$ cat src/rtl/if_fetch_stage.sv
// Instruction-fetch stage: program counter, PC+4 adder, IF/ID pipeline register
// with stall/flush control, sticky misalignment flag and saturating event counters.
module if_fetch_stage #(
   parameter logic [31:0] RESET_PC  = 32'h0000_0000,
   parameter logic [31:0] NOP_INSTR = 32'h0000_0000,
   parameter int          CNT_W     = 16
) (
   input  logic             clk,
   input  logic             rst_n,
   input  logic [31:0]      PC_in,
   input  logic             PC_write,
   input  logic             IF_ID_write,
   input  logic             IF_Flush,
   input  logic [31:0]      IF_instr,
   output logic [31:0]      PC,
   output logic [31:0]      IF_PC_plus4,
   output logic [31:0]      ID_PC_plus4,
   output logic [31:0]      ID_instr,
   output logic             ID_valid,
   output logic             PC_misalign,
   output logic [CNT_W-1:0] stall_cnt,
   output logic [CNT_W-1:0] flush_cnt
);

   localparam logic [CNT_W-1:0] CNT_ONE = {{(CNT_W-1){1'b0}}, 1'b1};
   localparam logic [CNT_W-1:0] CNT_MAX = {CNT_W{1'b1}};

   logic pc_load;
   logic stall_evt;

   // A flush redirects fetch even while the hazard unit is holding the PC.
   assign pc_load     = IF_Flush | PC_write;
   assign stall_evt   = ~IF_Flush & ~PC_write;
   assign IF_PC_plus4 = PC + 32'd4;

   always_ff @(posedge clk or negedge rst_n) begin
      if (!rst_n) begin
         PC          <= RESET_PC;
         PC_misalign <= 1'b0;
      end else if (pc_load) begin
         PC <= PC_in;
         if (PC_in[1:0] != 2'b00)
            PC_misalign <= 1'b1;
      end
   end

   always_ff @(posedge clk or negedge rst_n) begin
      if (!rst_n) begin
         ID_instr    <= NOP_INSTR;
         ID_PC_plus4 <= 32'd0;
         ID_valid    <= 1'b0;
      end else if (IF_Flush) begin
         ID_instr    <= NOP_INSTR;
         ID_PC_plus4 <= IF_PC_plus4;
         ID_valid    <= 1'b0;
      end else if (IF_ID_write) begin
         ID_instr    <= IF_instr;
         ID_PC_plus4 <= IF_PC_plus4;
         ID_valid    <= 1'b1;
      end
   end

   // Debug counters stick at all-ones rather than wrapping.
   always_ff @(posedge clk or negedge rst_n) begin
      if (!rst_n) begin
         stall_cnt <= '0;
         flush_cnt <= '0;
      end else begin
         if (stall_evt && (stall_cnt != CNT_MAX))
            stall_cnt <= stall_cnt + CNT_ONE;
         if (IF_Flush && (flush_cnt != CNT_MAX))
            flush_cnt <= flush_cnt + CNT_ONE;
      end
   end

endmodule

$ cat config.mk
export PLATFORM = sky130hd
export DESIGN_NAME = if_fetch_stage
export DESIGN_NICKNAME = d
export VERILOG_FILES = /design/src/rtl/if_fetch_stage.sv
export SDC_FILE = /design/constraint.sdc
export NUM_CORES = 1
export LEC_CHECK = 0
export ABC_AREA = 0
export BUFFER_PORTS_ARGS = -buffer_cell sky130_fd_sc_hd__buf_2
export CAP_MARGIN = 20
export CELL_PAD_IN_SITES_DETAIL_PLACEMENT = 2
export CELL_PAD_IN_SITES_GLOBAL_PLACEMENT = 2
export CORE_UTILIZATION = 30
export CTS_CLUSTER_DIAMETER = 60
export DETAILED_ROUTE_END_ITERATION = 10
export PLACE_DENSITY_LB_ADDON = 0.1
export SETUP_SLACK_MARGIN = 0.15
export SLEW_MARGIN = 20
export SYNTH_ARGS = -nofsm -noshare
export SYNTH_HDL_FRONTEND = slang
export SYNTH_SLANG_ARGS = --single-unit
export TNS_END_PERCENT = 100
$ cat constraint.sdc
create_clock -name clk -period 2.7 [get_ports clk]
set_input_delay 0.54 -clock clk [delete_from_list [all_inputs] [get_ports clk]]
set_output_delay 0.54 -clock clk [all_outputs]
set_load 0.05 [all_outputs]
==> results of run 1 <==
area by class of cell:
type,instances,share of cell area (%)
flip-flops and latches,130,35.5
multi-input cells,372,33.3
repair buffers,299,20.9
clock buffers,19,4.80
well taps,265,3.59
clock inverters,13,1.63
inverters,5,0.203
diodes,2,0.0542
Yosys cell counts, drive strengths merged (2+ instances only):
cell / number / area share, %
nand4: 23 / 2.4
and3: 10 / 1.1
and4: 5 / 0.73
nor3: 10 / 0.83
a21oi: 11 / 0.92
mux2i: 33 / 5.5
o31ai: 10 / 1.3
or2: 2 / 0.21
or4: 12 / 1.7
a211oi: 2 / 0.25
ha: 3 / 0.63
inv: 5 / 0.31
buf: 8 / 0.79
dfrtp: 130 / 54
nor2: 60 / 3.8
a31oi: 17 / 1.8
nand2: 35 / 2.2
xor2: 23 / 3.4
clkbuf: 19 / 1.2
a41oi: 4 / 0.58
mux2: 50 / 9.4
or3: 3 / 0.31
o21ai: 3 / 0.25
nand3: 21 / 1.8
xnor2: 12 / 1.8
nor4: 12 / 1.4
worst max-delay path, cell delays in order, from the launching register on:
cell     delay (ns)
dfrtp_2        0.40
ha_4           0.15
nand4_1        0.14
buf_4          0.20
or4_4          0.60
o31ai_4        0.33
nand2_8        0.07
buf_8          0.15
what timing repair did:
item | CTS | global route
gates cloned | 1 | 0
resized for setup | 95 | 48
pin swaps | 12 | 20
endpoints found under the setup margin | 20 | 24
buffers inserted | 16 | 21
metal layers:
layer | wire, um | part of all wire (%)
met3 | 1310 | 5.5
met2 | 11800 | 50
met1 | 10000 | 42
met5 | 10 | 0.042
met4 | 473 | 2.0
logic make-up after synthesis:
family / Yosys count / synth area share, %
AOI/OAI and AO/OA: 51 / 5.57
xor gates and xnor gates: 35 / 5.11
adders and majority gates: 3 / 0.626
buffers and inverters: 32 / 2.30
DFF: 130 / 54.3
muxes: 83 / 14.9
and+or+nand+nor: 199 / 17.2
registers in the layout, summed over array words and instances (netlist names):
register,count
ID_PC_plus4,32
ID_instr,32
PC,32
flush_cnt,16
stall_cnt,16
ID_valid,1
PC_misalign,1
stage by stage:
step	area (sq um)	utilization (%)	TNS (ns)	cells	setup WS (ns)
finish	9230	47.3	-2.04	1105	-0.305
global route	9230	47.2	-3.45	1103	-0.370
CTS	8810	45.1	-1.52	1081	-0.280
detailed placement	7740	39.6	0	1032	0.0287
global placement	7740	39.6	0	1032	0.0832
floorplan	6120	-	0	533	0.0177
worst paths after layout:
| path | start | slack [ns] | cells after the start | end |
|---|---|---|---|---|
| worst max-delay path | PC[2] | -0.30 | 7 | IF_PC_plus4[28] |
| worst min-delay path | rst_n | 0.1 | 1 | flush_cnt[10] |
| worst max register to register | PC[11] | 0.54 | 4 | ID_PC_plus4[28] |
| worst min register to register | PC_misalign | 0.49 | 1 | PC_misalign |
| max in group asynchronous | rst_n | 1.86 | 2 | PC[21] |
| min in group clk | PC_in[25] | 0.35 | 2 | PC[25] |
power by group through the flow:
stage,sequential (mW),combinational (mW),clock [mW]
final,2.47,2.22,2.35
after global routing,2.51,2.32,2.49
after CTS,2.47,2.15,2.40
after detailed placement,2.50,2.02,0
after global placement,2.48,1.98,0
after floorplan,3.26,0.609,0
==> impl_metrics.tcl, run 1 <==
set metrics [dict create \
    cts.hold.buffers_added 0 \
    intPower_mw 4.22 \
    grt_first_pass_wirelength_um 34500 \
    grt_usage_pct 22.2 \
    final_common_cell "buf_2" \
    cts_tree "yes" \
    io_pins 231 \
    final_net_count 897 \
    yosys.cell_types.count 43 \
    cts_buffer_depth 2 \
    cell_rows 51 \
    dp.final_hpwl_um 15200 \
    maximum_number_of_pins_on_one_net_before_global_route_repair 64 \
    number_of_synthesized_register_bits 130 \
    register_cell_area_after_layout_sq_mm 0.00328 \
    drc 0 \
    tightestPinTransition_ns 0.685 \
    p_comb_share_pct 31.5 \
    global_route.usage.met3_pct 5.90 \
    switching_share_pct 40.2 \
    post_synth_edffs 0 \
    overall_die_area_sq_mm 0.0206 \
    path_max_fanout 6 \
    dominantRegCellSynth "dfrtp_1" \
    clk_root_buffer_cell "clkbuf_16" \
    vdd_drop_max_uv 474 \
    leakagePower_nw 4.39 \
    seq_power_share_pct 35.1 \
    antenna_violating_nets_post_route 0 \
    fp.dieW_um 143 \
    violations "setup timing" \
    unrepaired_setup_endpoints_after_global_routing "yes" \
    run_status "finished, violations left" \
    global_route.peak_usage_layer "met2" \
    buffer_ports.inserted 230 \
    detailedRoute.firstPassIterationCount 4 \
    report.final.slew_viol_count 0 \
    total_power_mw 7.04 \
    critical_path_required_ns 2.16 \
    cts.sinks 130 \
    cts_inserted_buffers 17 \
    drtIter0Drc 190 \
    worstSetupPathType "flip-flop to output port" \
    switching_power_mw 2.83 \
    layout.filler_cells 2054 \
    core-area_sq_mm 0.0195 \
    multi_input_comb_area_sq_mm 0.00307 \
    synth.yosys.warnings 0 \
    worst_hold_slack_ns 0.0990 \
    clockPowerShare_pct 33.4 \
    syn_avg_cell_area_sq_um 11.2 \
    drive_above_1_share_pct 55.6 \
    cts.reportedPaths.clkPinSlew_ns 0.06 \
    report.final.hold_viol_count 0 \
    detail_route.vias_per_cell 5.04 \
    vertical_extent_of_the_die_um 143 \
    power_per_cell_area_mw_per_mm2 763 \
    antenna_violations_before_repair 2 \
    routed-via-count 5567 \
    grt_overflow 0 \
    clk-insertion-delay-late_ns 0.43 \
    maxClockFrequency_ghz 0.333 \
    grt_pass1_vias 6029 \
    cp-end-kind "output port" \
    ctsHtreeMaxLevel 4 \
    asyncSetResetFlopFracSynth_pct 100 \
    finalSetupViolCount 17 \
    slew_headroom_pct 53.9 \
    avg_wl_per_cell_um 21.4 \
    final_min_period_ns 3.00 \
    syn_inst 533 \
    wl_um 23600 \
    grt_use_met2_pct 37.9 \
    hold_path_class "input port to asynchronous set/reset pin" \
    layout_worst_path_cycle_share_pct 111 \
    yosysSeqAreaShare_pct 54.3 \
    layout_common_cells "204 x buf_2, 108 x dfrtp_1, 61 x buf_4" \
    layout-area-overhead-vs-synth_pct 53.9 \
    place_congestion 0.768 \
    start_kind "flip-flop" \
    postSynthNetCount 605 \
    worst-endpoint-arrival_ns 2.46 \
    cap_viol_max_count 0 \
    grt_use_met1_pct 27.2 \
    synth_area_sq_mm 0.00600 \
    skew_ns 0.0129 \
    initial_utilization_pct 30.7 \
    post-route-worst-setup-slack_ns -0.305 \
]
(Power assumes the default switching activity.)
==> run 2, diff against run 1 <==
- MAX_ROUTING_LAYER: default -> met4
- SLEW_MARGIN: 20 -> default
==> run 2 against run 1 <==
The flow still finishes with violations (setup timing). Total power hardly changed. Hold slack gained 0.0030 ns. Sequential cell count did not move. Highest routed layer is now met4.
==> impl_metrics.tcl, run 2 (same netlist as run 1, synthesis figures left out) <==
set metrics [dict create \
    r2r_end "ID_PC_plus4[28]" \
    grt_first_pass_wirelength_um 34500 \
    skew_ns 0.0105 \
    worst_hold_slack_ns 0.102 \
    overall_die_area_sq_mm 0.0206 \
    layout_worst_path_cycle_share_pct 108 \
    io_pins 231 \
    drtIter0Drc 215 \
    postLayoutCellArea_sq_mm 0.00917 \
    worstSetupPathType "flip-flop to output port" \
    ctsHtreeMaxLevel 4 \
    placed_area_sq_mm 0.00774 \
    buffer_ports.inserted 230 \
    clk-insertion-delay-late_ns 0.42 \
    leakagePower_nw 4.36 \
    grt_overflow 0 \
    place_worst_setup_slack_ns 0.0287 \
    cts_inserted_buffers 17 \
    final_cell_count_no_fill 1106 \
    final_min_period_ns 2.91 \
    cp-end-kind "output port" \
    critical_path_required_ns 2.16 \
    start_kind "flip-flop" \
    slew_headroom_pct 52.9 \
    vertical_extent_of_the_die_um 143 \
    tightestPinTransition_ns 0.699 \
    report.final.slew_viol_count 0 \
    cts.reportedPaths.clkPinSlew_ns 0.06 \
    detail_route.vias_per_cell 5.06 \
    worst_r2r_path_depth 4 \
    antenna_violations_before_repair 2 \
    post-route-worst-setup-slack_ns -0.212 \
    wl_um 23700 \
    cap_viol_max_count 0 \
    vdd_drop_max_uv 491 \
    unrepaired_setup_endpoints_after_global_routing "yes" \
    final_common_cell "buf_2" \
    grt_usage_pct 22.9 \
    avg_wl_per_cell_um 21.4 \
    cts.sinks 130 \
    drive_above_1_share_pct 55.3 \
    dp.final_hpwl_um 15200 \
    rrSetupSlack_ns 0.61 \
    layout_top_registers "ID_PC_plus4 (32), ID_instr (32), PC (32)" \
    antenna_violating_nets_post_route 0 \
    path_max_fanout 6 \
    violations "setup timing" \
    placed_cells 1032 \
    run_status "finished, violations left" \
    routed-via-count 5592 \
    cts_tree "yes" \
    maxClockFrequency_ghz 0.343 \
    detailedRoute.firstPassIterationCount 4 \
    cts_buffer_depth 2 \
    drc 0 \
    layout_common_cells "204 x buf_2, 108 x dfrtp_1, 64 x buf_4" \
    report.final.hold_viol_count 0 \
    maximum_number_of_pins_on_one_net_before_global_route_repair 64 \
    worst_r2r_start "PC[11]" \
    cell_rows 51 \
    layout-area-overhead-vs-synth_pct 52.9 \
    finalSetupViolCount 16 \
    fp.dieW_um 143 \
    hold_path_class "input port to asynchronous set/reset pin" \
    power_per_cell_area_mw_per_mm2 768 \
    clk_root_buffer_cell "clkbuf_16" \
    grt_pass1_vias 6036 \
    worst-endpoint-arrival_ns 2.37 \
    initial_utilization_pct 30.7 \
    core-area_sq_mm 0.0195 \
    final_net_count 897 \
    place_congestion 0.780 \
]
-- run 2: area by class of cell --
type	count	area (sq um)
tap	265	332
timing repair buffer	299	1920
clock buffer	19	443
multi-input combinational	372	3020
sequential	130	3280
clock inverter	13	150
inverter	5	18.8
antenna	3	7.51
fill	2072	10400
-- run 2: per-stage QoR --
stage / power [mW] / utilization, % / TNS (ns)
after floorplan: 3.87 / - / 0
after global placement: 4.46 / 39.6 / 0
after detailed placement: 4.52 / 39.6 / 0
after CTS: 7.01 / 45.1 / -1.52
after global routing: 7.32 / 46.9 / -3.14
final: 7.04 / 47.0 / -1.89
-- run 2: power by group --
part / leakage, nW / switching [mW] / internal, mW / total, mW
Clock: 0.279 / 0.952 / 1.40 / 2.36
Combinational: 2.50 / 1.59 / 0.619 / 2.21
Sequential: 1.58 / 0.291 / 2.18 / 2.48
-- run 2: routing by layer --
metal / up-vias / GRT usage (%) / share of wire [%]
met2: 178 / 37.9 / 50
met1: 2869 / 27.6 / 43
met3: 16 / 5.13 / 5.0
met5: - / - / 0
met4: 0 / 7.28 / 1.3
li1: 2529 / - / -
-- run 2: how the worst max path moves through the flow --
| stage | from | endpoint | slack (ns) | cells after the start |
|---|---|---|---|---|
| global placement | PC[2] | IF_PC_plus4[26] | 0.08 | 6 |
| detailed placement | PC[2] | IF_PC_plus4[24] | 0.03 | 6 |
| finish | PC[11] | IF_PC_plus4[28] | -0.21 | 5 |
| CTS | PC[2] | IF_PC_plus4[28] | -0.28 | 6 |
| global route | PC[11] | IF_PC_plus4[28] | -0.26 | 5 |
| floorplan | PC[2] | IF_PC_plus4[26] | 0.02 | 6 |
-- run 2: timing repair --
item / 4_1_cts / 5_1_grt
setup buffers: 16 / 21
hold buffers: 0 / 0
cloned: 1 / 0
setup endpoints to repair: 20 / 24
pin swaps: 12 / 16
resized for setup: 95 / 39
-- run 2: critical path: stages (launching register included) --
cell and delay (ns):
dfrtp_2 0.42, nand3_4 0.13, or4_4 0.63, or4_4 0.56, nand2_8 0.08, buf_8 0.14
